File: src/rtl/coso_ro_tuner.sv
// Closed-loop configuration sequencer for a COSO ring-oscillator pair: sweeps RO1
// configurations, averages the beat period of each, and locks on the first in-window one.
module coso_ro_tuner #(
   parameter int LENGTH     = 3,
   parameter int SETTLE_CYC = 256,
   parameter int BEATS_LOG2 = 3,
   parameter int CNT_W      = 16
) (
   input  logic                clk,
   input  logic                rst_n,
   input  logic                start,
   input  logic                abort,
   input  logic [2*LENGTH-1:0] sel0_in,
   input  logic [CNT_W-1:0]    target_lo,
   input  logic [CNT_W-1:0]    target_hi,
   input  logic                beat_sync,
   output logic                ro_en,
   output logic [2*LENGTH-1:0] sel0,
   output logic [2*LENGTH-1:0] sel1,
   output logic                busy,
   output logic                locked,
   output logic                fail,
   output logic [CNT_W-1:0]    beat_len,
   output logic                beat_valid
);

   localparam int SW = 2*LENGTH;
   localparam int AW = CNT_W + BEATS_LOG2;
   localparam int TW = $clog2(SETTLE_CYC + 1);
   localparam int BW = BEATS_LOG2 + 1;

   localparam logic [TW-1:0]    TIMER_LAST = TW'(SETTLE_CYC - 1);
   localparam logic [BW-1:0]    BEATS_LAST = BW'((1 << BEATS_LOG2) - 1);
   localparam logic [CNT_W-1:0] CNT_LAST   = {{(CNT_W-1){1'b1}}, 1'b0};

   typedef enum logic [2:0] {
      S_IDLE, S_SETTLE, S_SYNC, S_MEASURE, S_EVAL, S_LOCKED, S_FAIL
   } state_t;

   state_t            state;
   logic              beat_d;
   logic              timeout;
   logic [TW-1:0]     timer;
   logic [CNT_W-1:0]  cnt;
   logic [AW-1:0]     acc;
   logic [BW-1:0]     beats;

   logic              rise;
   logic [CNT_W-1:0]  period;
   logic [AW-1:0]     acc_shift;
   logic [CNT_W-1:0]  avg;
   logic              hit;

   // cnt is capped at all-ones minus one, so period (cnt+1) always fits in CNT_W bits.
   assign rise      = beat_sync & ~beat_d;
   assign period    = cnt + 1'b1;
   assign acc_shift = acc >> BEATS_LOG2;
   assign avg       = acc_shift[CNT_W-1:0];
   assign hit       = !timeout && (avg >= target_lo) && (avg <= target_hi);

   always_ff @(posedge clk or negedge rst_n) begin
      if (!rst_n) begin
         state      <= S_IDLE;
         beat_d     <= 1'b0;
         timeout    <= 1'b0;
         timer      <= '0;
         cnt        <= '0;
         acc        <= '0;
         beats      <= '0;
         ro_en      <= 1'b0;
         sel0       <= '0;
         sel1       <= '0;
         busy       <= 1'b0;
         locked     <= 1'b0;
         fail       <= 1'b0;
         beat_len   <= '0;
         beat_valid <= 1'b0;
      end else begin
         beat_d     <= beat_sync;
         beat_valid <= 1'b0;
         if (abort) begin
            state  <= S_IDLE;
            ro_en  <= 1'b0;
            busy   <= 1'b0;
            locked <= 1'b0;
            fail   <= 1'b0;
         end else begin
            case (state)
               S_IDLE, S_LOCKED, S_FAIL: begin
                  if (start) begin
                     sel0   <= sel0_in;
                     sel1   <= '0;
                     ro_en  <= 1'b1;
                     busy   <= 1'b1;
                     locked <= 1'b0;
                     fail   <= 1'b0;
                     timer  <= '0;
                     state  <= S_SETTLE;
                  end
               end
               S_SETTLE: begin
                  if (timer == TIMER_LAST) state <= S_SYNC;
                  else                     timer <= timer + 1'b1;
               end
               S_SYNC: begin
                  if (rise) begin
                     cnt     <= '0;
                     acc     <= '0;
                     beats   <= '0;
                     timeout <= 1'b0;
                     state   <= S_MEASURE;
                  end
               end
               S_MEASURE: begin
                  if (rise) begin
                     acc   <= acc + AW'(period);
                     cnt   <= '0;
                     beats <= beats + 1'b1;
                     if (beats == BEATS_LAST) state <= S_EVAL;
                  end else if (cnt == CNT_LAST) begin
                     timeout <= 1'b1;
                     state   <= S_EVAL;
                  end else begin
                     cnt <= cnt + 1'b1;
                  end
               end
               S_EVAL: begin
                  beat_valid <= 1'b1;
                  beat_len   <= timeout ? '1 : avg;
                  if (hit) begin
                     locked <= 1'b1;
                     busy   <= 1'b0;
                     state  <= S_LOCKED;
                  end else if (sel1 == {SW{1'b1}}) begin
                     fail   <= 1'b1;
                     busy   <= 1'b0;
                     ro_en  <= 1'b0;
                     state  <= S_FAIL;
                  end else begin
                     sel1   <= sel1 + 1'b1;
                     timer  <= '0;
                     state  <= S_SETTLE;
                  end
               end
               default: state <= S_IDLE;
            endcase
         end
      end
   end

endmodule

File: config.mk
export PLATFORM = sky130hd
export DESIGN_NAME = coso_ro_tuner
export DESIGN_NICKNAME = d
export VERILOG_FILES = /design/src/rtl/coso_ro_tuner.sv
export SDC_FILE = /design/constraint.sdc
export NUM_CORES = 1
export LEC_CHECK = 0
export ABC_AREA = 1
export BUFFER_PORTS_ARGS = -buffer_cell sky130_fd_sc_hd__clkbuf_2
export CORE_MARGIN = 3
export CORE_UTILIZATION = 56
export DETAILED_ROUTE_END_ITERATION = 10
export GPL_TIMING_DRIVEN = 1
export PLACE_DENSITY = 0.76
export SLEW_MARGIN = 15
export SYNTH_ARGS = -nofsm -noshare
export SYNTH_HDL_FRONTEND = slang
export SYNTH_SLANG_ARGS = --single-unit
File: constraint.sdc
create_clock -name clk -period 3 [get_ports clk]
set_input_delay 0.6 -clock clk [delete_from_list [all_inputs] [get_ports clk]]
set_output_delay 0.6 -clock clk [all_outputs]
set_load 0.005 [all_outputs]
# After elaboration in Yosys (flattened, before gate mapping)
# Index checks and enable logic that the tools add are counted.
# classes
add_sub_neg,5
order_cmp,2
eq_ne,28
n_mux,52
bitwise_logic,3
n_reduce_logical,20
# ops
cell,count
$mux 16,4
$mux 19,2
$pmux 19 s2,1
$mux 9,4
$pmux 16 s2,1
$mux 3,9
$pmux 9 s3,1
$ne 3x3->1 const B,7
$add 19x16->19,1
$mux 6,3
$mux 1,17
$add 16x1->16 const B,1
$eq 16x16->1 const B,1
$ge 16x16->1,1
$le 16x16->1,1
$ne 2x2->1 const B,8
$pmux 3 s5,1
$reduce_and 5->1,3
$ne 4x4->1 const B,3
$pmux 6 s2,1
$reduce_and 4->1,3
$pmux 1 s2,5
$add 9x1->9 const B,1
$eq 3x3->1 const B,3
20 further kinds,28
# totals
reg_bits,86
input_bits,43
out_inout_bits,33
word_cells,125

# Depth between registers and ports, before layout
# Gate-level depths: netlist of the first run.
# logic_depth
word_depth,6
mapped_depth,18
depth_no_buf,18

# Worst setup path after synthesis of the first run
# No wires, ideal clock.
# synth_timing
path_kind,flip-flop to flip-flop
from,register cnt[0]
to,register acc[17]
arrival_ps,2512
t_required_ps,2873
setup_slack_ps,362
stages_incl_launch_ff,16
n_path_buf,0
period_less_slack_ps,2638
path_cell_list,dfrtp_1 -> ha_1 -> nand3_1 -> nor3_1 -> nand3_1 -> xor2_1 -> inv_1 -> ha_1 -> nand2_1 -> nor2_1 -> nor3b_1 -> nand4_1 -> nand3_1 -> nand2_1 -> nand4_1 -> o21ai_0
# synth_between
elab_chain_len,4
# synth_lines
element,line_no,source
start: declaration,44,logic [CNT_W-1:0] cnt;
start signal: assignment,124,cnt <= cnt + 1'b1;
$add 16x1->16,56,assign period = cnt + 1'b1;
$add 19x16->19,116,acc <= acc + AW'(period);
$mux 19,115,if (rise) begin
$pmux 19 s2,88,case (state)
end signal: assignment,116,
end: declaration,45,logic [AW-1:0] acc;
# Every way passes these cells. The select of a mux whose other input is x is not followed.
# A chain may end at the register's enable or synchronous reset.

# Worst setup path after layout of the first run
# layout_timing
from,register cnt[1]
to,register acc[10]
# Same word-level chain as after synthesis.

==> results of run 1 <==
-- routing by layer --
layer,wire (µm),vias to the layer above,GRT usage [%]
met2,6890,164,43.5
li1,-,2693,-
met4,346,0,11.0
met1,6620,2569,33.2
met3,731,32,4.18
met5,0,-,0
-- cell type report --
class / instances / area [µm²] / area share [%]
Sequential cell: 86 / 2150 / 32.4
Multi-Input combinational cell: 562 / 3260 / 49.0
Inverter: 113 / 424 / 6.37
Clock inverter: 5 / 56.3 / 0.846
Timing Repair Buffer: 83 / 450 / 6.77
Tap cell: 133 / 166 / 2.50
Clock buffer: 11 / 141 / 2.12
-- placed cells by master (no fill, tap or decap), types with 3 or more instances in the layout --
| cell | count |
|---|---|
| a21oi_1 | 36 |
| nor2_1 | 51 |
| buf_4 | 8 |
| clkbuf_8 | 10 |
| or2_2 | 7 |
| nand4_1 | 23 |
| o21ai_1 | 14 |
| ha_1 | 53 |
| o21ai_0 | 47 |
| a31oi_1 | 3 |
| xor2_1 | 19 |
| inv_2 | 4 |
| o22ai_1 | 9 |
| nor3_1 | 6 |
| clkbuf_2 | 74 |
| mux2_2 | 6 |
| inv_1 | 107 |
| nand3_2 | 4 |
| nor2_4 | 6 |
| a21o_1 | 8 |
| nand2_2 | 5 |
| dfrtp_1 | 84 |
| nand3_1 | 33 |
| nand2_1 | 206 |
-- what timing repair did --
action                                  in CTS  in global routing
setup buffers                                0                  3
gates resized for setup                      0                 10
endpoints found under the setup margin       0                  6
-- how the worst max path moves through the flow --
stage                         end  slack (ns)  cells past startpoint
after floorplan           acc[17]        0.36                     15
after global placement    acc[17]        0.19                     15
after detailed placement  acc[17]        0.07                     15
after CTS                 acc[17]        0.04                     15
after global routing      acc[14]       -0.03                     17
final                     acc[10]        0.18                     13
-- where the power goes --
part	leakage, nW	switching, mW	internal, mW
clock network	0.0997	0.436	0.408
registers	1.15	0.282	1.43
logic	2.50	1.01	0.639
-- kinds of logic (layout without fill, tap and decap cells) --
group | after synthesis | count (layout) | share of synthesized area, %
flops | 86 | 86 | 36.7
compound gates | 127 | 127 | 12.0
simple gates | 352 | 352 | 26.8
fa+ha+maj | 55 | 55 | 11.9
mux | 6 | 6 | 1.15
buf+inv | 124 | 212 | 8.15
xor+xnor | 22 | 22 | 3.41
-- sequential cells by signal (all words and copies together) (netlist names), 3 cells and up --
register  flops
sel0          6
state         3
sel1          6
beat_len     16
timer         9
cnt          16
acc          19
beats         4
-- per-stage QoR --
stage               power [mW]  setup WS [ns]
finish                    4.20          0.183
global route              4.54        -0.0289
CTS                       4.19         0.0360
detailed placement        3.35         0.0729
global placement          3.26          0.188
floorplan                 2.82          0.362
==> impl_metrics.json, run 1 <==
{
  "hold_viol_final": 0,
  "cp-start-kind": "flip-flop",
  "status": "completed",
  "synth.avg_cell_area_um2": 7.60,
  "setup-violations-final": 0,
  "diodes": 0,
  "clk_pin_slew_ns": 0.09,
  "io_pins": 76,
  "htree_num_levels": 3,
  "r2r_cells": 13,
  "cp_cell_sequence": "buf_4, ha_1, fa_1, inv_1, nand2_1, o21ai_1, inv_1, o21ai_0, nand3_1, nand2_1, a21oi_1, o21ai_0, nand2_1",
  "remaining_drc_errors": 0,
  "initial_utilization_pct": 58.7,
  "grt_max_degree": 53,
  "rows": 36,
  "grt_usage_pct": 25.9,
  "r2r_end": "acc[10]",
  "path_class": "reg -> reg",
  "synthFlopType": "dfrtp_1",
  "slew_headroom_pct": 52.1,
  "dr.first_iter.drc_count": 389,
  "path_buf_inv": 3,
  "nFillCells": 863,
  "yosys.area.top_type_share_pct": 36.7,
  "cts_tree": "done",
  "post-route-period-util_pct": 93.9,
  "syn_nets": 870,
  "cts_buffer_depth": 2,
  "drtAntennaViolNets": 0,
  "synthTopCellsByArea": "dfrtp_1, nand2_1, ha_1, inv_1, o21ai_0",
  "wl_per_cell_um": 14.7,
  "skew_ns": 0.0109,
  "synth_area_um2": 5870,
  "die_w_um": 108,
  "synthTopCellsByCount": "nand2_1, inv_1, dfrtp_1",
  "synth-edff-count": 0,
  "grt_overflow_total": 0,
  "vias": 5458,
  "path_common_cell": "nand2_1",
  "dieArea_um2": 11700,
  "finalInstanceArea_um2": 6660,
  "end_kind": "flip-flop",
  "syn_to_final_growth_pct": 13.5,
  "worstPathMaxFanout": 4,
  "gp_congestion": 0.988,
  "async_reset_ff_share_pct": 100,
  "reg2reg_from": "cnt[1]",
  "synth_largest_area_cell": "dfrtp_1",
  "dp.cells": 974,
  "tns_ns": 0,
  "first_pass_iters": 6,
  "dp_hpwl_um": 11400,
  "crit_start": "cnt[1]",
  "reg2reg_slack_ns": 0.18,
  "synthCells": 772,
  "ys_seq_area_share_pct": 36.7,
  "numCtsBuffers": 9,
  "p_leak_nw": 3.75,
  "cpPeakStageDelay_ns": 0.42,
  "cp.required_ns": 3.25,
  "slew_violations": 0,
  "nets": 953,
  "worstPathArrival_ns": 3.06,
  "min_path_type": "in -> async",
  "clkLatencyLatePin_ns": 0.37,
  "clockRootBuffer": "clkbuf_8",
  "synth_cell_types": 40,
  "cts.sinks": 86,
  "core_area_um2": 10000,
  "fin_util_pct": 66.6,
  "routed_via_density": 5.50,
  "power_density_nw_per_um2": 631,
  "cap_violations": 0,
  "postPlaceCellArea_um2": 6410,
  "vdd_ir_drop_max_v": 0.000333,
  "ys_ff_latch": 86,
  "grt_pass1_vias": 5249,
  "crit_family": "compound AO/OA/AOI/OAI gates",
  "fp.dieH_um": 108,
  "hold_slack_ns": 0.281,
  "drt_wl_total_um": 14600,
  "slowest_stage": "dfrtp_1",
  "fin_cells": 993,
  "antenna_found_initial": 0,
  "postCtsHoldBufs": 0,
  "finalCriticalPeriod_ns": 2.82,
  "synth.most_common_cell": "nand2_1",
  "io_buffers": 75,
  "drive_above_1_share_pct": 16.7,
  "max_freq_ghz": 0.355,
  "grt_pass1_wl_um": 24000,
  "yosysWarnings": 0,
  "worst_pin_slew_ns": 0.718
}
Power figures use the tool's default switching activity.
==> run 2: changes to the inputs <==
--- a/config.mk
+++ b/config.mk
@@ -5,13 +5,13 @@
 export SDC_FILE = /design/constraint.sdc
 export NUM_CORES = 1
 export LEC_CHECK = 0
-export ABC_AREA = 1
+export ABC_AREA = 0
 export BUFFER_PORTS_ARGS = -buffer_cell sky130_fd_sc_hd__clkbuf_2
 export CORE_MARGIN = 3
 export CORE_UTILIZATION = 56
 export DETAILED_ROUTE_END_ITERATION = 10
 export GPL_TIMING_DRIVEN = 1
-export PLACE_DENSITY = 0.76
+export PLACE_DENSITY = 0.82
 export SLEW_MARGIN = 15
 export SYNTH_ARGS = -nofsm -noshare
 export SYNTH_HDL_FRONTEND = slang
==> impl_metrics.json, run 2 <==
{
  "status": "completed",
  "yosysWarnings": 0,
  "synth_largest_area_cell": "dfrtp_1",
  "r2r_end": "acc[14]",
  "slew_violations": 0,
  "worst_pin_slew_ns": 0.803,
  "synth-xor-area-share_pct": 4.09,
  "synthTopCellsByCount": "dfrtp_1, nor2_1, nand2_1",
  "ys_ff_latch": 86,
  "routed_via_density": 6.05,
  "cts_tree": "done",
  "cpPeakStageDelay_ns": 0.42,
  "grt_pass1_wl_um": 24500,
  "reg2reg_from": "cnt[2]",
  "postPlaceCellArea_um2": 6430,
  "nets": 832,
  "final_common_cell": "dfrtp_1",
  "dr.first_iter.drc_count": 440,
  "setup-violations-final": 0,
  "core_area_um2": 9910,
  "drtAntennaViolNets": 0,
  "p_clk_share_pct": 26.8,
  "fp.dieH_um": 108,
  "largest_register": "acc",
  "clkLatencyLatePin_ns": 0.36,
  "dp_hpwl_um": 10600,
  "synthFlopType": "dfrtp_1",
  "drt_wl_total_um": 14600,
  "antenna_found_initial": 0,
  "numCtsBuffers": 9,
  "reg2reg_slack_ns": 0.08,
  "p_leak_nw": 3.47,
  "muxShareOfSynthArea_pct": 3.09,
  "p_int_mw": 1.95,
  "final_cell_mix": "dfrtp_1, clkbuf_2, nor2_1",
  "cts_buffer_depth": 2,
  "postCtsHoldBufs": 0,
  "vdd_ir_drop_max_v": 0.000286,
  "dieArea_um2": 11600,
  "ys_seq_area_share_pct": 37.2,
  "post-route-period-util_pct": 97.4,
  "end_kind": "flip-flop",
  "drive_above_1_share_pct": 22.4,
  "hold_viol_final": 0,
  "place_ws_ns": -0.0960,
  "skew_ns": 0.00661,
  "cp.required_ns": 3.26,
  "first_pass_iters": 5,
  "p_sw_mw": 0.894,
  "synth.avg_cell_area_um2": 9.06,
  "synth_cell_types": 65,
  "wl_per_cell_um": 16.8,
  "path_class": "reg -> reg",
  "slowest_stage": "dfrtp_1",
  "syn_to_final_growth_pct": 17.1,
  "diodes": 0,
  "min_path_type": "in -> async",
  "synth-compound-area-share_pct": 20.7,
  "htree_num_levels": 3,
  "gp_congestion": 1.01,
  "power_density_nw_per_um2": 420,
  "io_buffers": 75,
  "grt_max_degree": 87,
  "tns_ns": 0,
  "cap_violations": 0,
  "async_reset_ff_share_pct": 100,
  "worstPathArrival_ns": 3.18,
  "hold_slack_ns": 0.243,
  "combPwrFrac_pct": 24.4,
  "swShare_pct": 31.5,
  "die_w_um": 108,
  "synthCells": 638,
  "synth.most_common_cell": "dfrtp_1",
  "synth-adder-area-share_pct": 12.2,
  "clk_pin_slew_ns": 0.08,
  "cts.sinks": 86,
  "initial_utilization_pct": 58.3,
  "grt_usage_pct": 26.4,
  "yosys.area.top_type_share_pct": 37.2,
  "synth_top_family_by_area": "compound AO/OA/AOI/OAI gates",
  "rows": 36,
  "synthTopCellsByArea": "dfrtp_1, ha_1, nor2_1, a21oi_1, nand2_1",
  "cp_cell_sequence": "nand4_1, or2_4, nor2_1, xor2_1, ha_1, nand4_1, a21oi_2, o41ai_2, buf_4, o21ai_0, xor2_1, a22o_1",
  "finalCriticalPeriod_ns": 2.92,
  "syn_nets": 736,
  "remaining_drc_errors": 0,
  "max_freq_ghz": 0.342,
  "cp-start-kind": "flip-flop",
  "biggestRegsByFlops": "acc (19), beat_len (16), cnt (16)",
  "vias": 5262,
  "clockRootBuffer": "clkbuf_8",
  "synth-edff-count": 0,
  "seqPwrFrac_pct": 48.8,
  "setup_ws_ns": 0.0794,
  "synth-simple-area-share_pct": 17.4,
  "io_pins": 76,
  "r2r_cells": 12,
  "worstPathMaxFanout": 5,
  "synth_area_um2": 5780,
  "largest_reg_flops": 19,
  "grt_pass1_vias": 5199,
  "slew_headroom_pct": 46.4,
  "finalInstanceArea_um2": 6770,
  "grt_overflow_total": 0
}
## run 2: cells by family (layout without fill, tap and decap cells)
logic type      after synthesis  count (layout)
flops                        86              86
xor+xnor                     27              27
compound gates              168             168
buf+inv                      73             172
fa+ha+maj                    56              56
simple gates                211             211
mux                          17              17
## run 2: area by class of cell
type	instances	area (µm²)
Timing Repair Buffer	109	637
Sequential cell	86	2160
Multi-Input combinational cell	479	3450
Tap cell	133	166
Inverter	49	184
Clock buffer	13	169
Fill cell	730	3140
Clock inverter	1	5.00
## run 2: critical path: cells and delay by family, from the launching register on
kind	cells	cell delay, ns
AOI/OAI and AO/OA	4	0.69
xor gates and xnor gates	2	0.43
DFF	1	0.42
and+or+nand+nor	4	0.78
adders and majority gates	1	0.30
buffers and inverters	1	0.19
## run 2: worst max-delay path by stage
stage	cells past startpoint	from	end	slack, ns
2_1_floorplan	12	cnt[0]	acc[13]	0.21
3_3_place_gp	10	target_hi[14]	sel1[0]	0.07
3_5_place_dp	13	cnt[0]	acc[16]	-0.1
4_1_cts	11	cnt[0]	acc[17]	0.002
5_1_grt	12	cnt[2]	acc[14]	-0.05
6_report	12	cnt[2]	acc[14]	0.08
## run 2: routing by layer
layer	vias up	wire length, µm	global-route usage [%]	part of all wire (%)
li1	2499	-	-	-
met1	2461	6240	34.7	43
met2	249	6880	42.8	47
met3	53	945	4.20	6.5
met4	0	533	12.4	3.7
met5	-	0	0	0
## run 2: metrics by stage
stage	power, mW	cells	utilization [%]
final	2.84	870	68.3
after global routing	3.01	870	68.3
after CTS	2.81	864	66.7
after detailed placement	2.05	850	64.9
after global placement	2.02	850	64.9
after floorplan	1.80	638	-
## run 2: power groups by stage
stage	Clock (mW)	Combinational (mW)	Sequential [mW]
5_1_grt	0.815	0.789	1.40
3_5_place_dp	0	0.649	1.40
6_report	0.762	0.692	1.39
4_1_cts	0.769	0.657	1.38
3_3_place_gp	0	0.623	1.40
2_1_floorplan	0	0.439	1.36
## run 2: timing repair
item | in CTS | in global routing
endpoints found under the setup margin | 2 | 7
gates cloned | 0 | 0
resized for setup | 2 | 25
pin swaps | 0 | 3
buffers inserted | 0 | 6
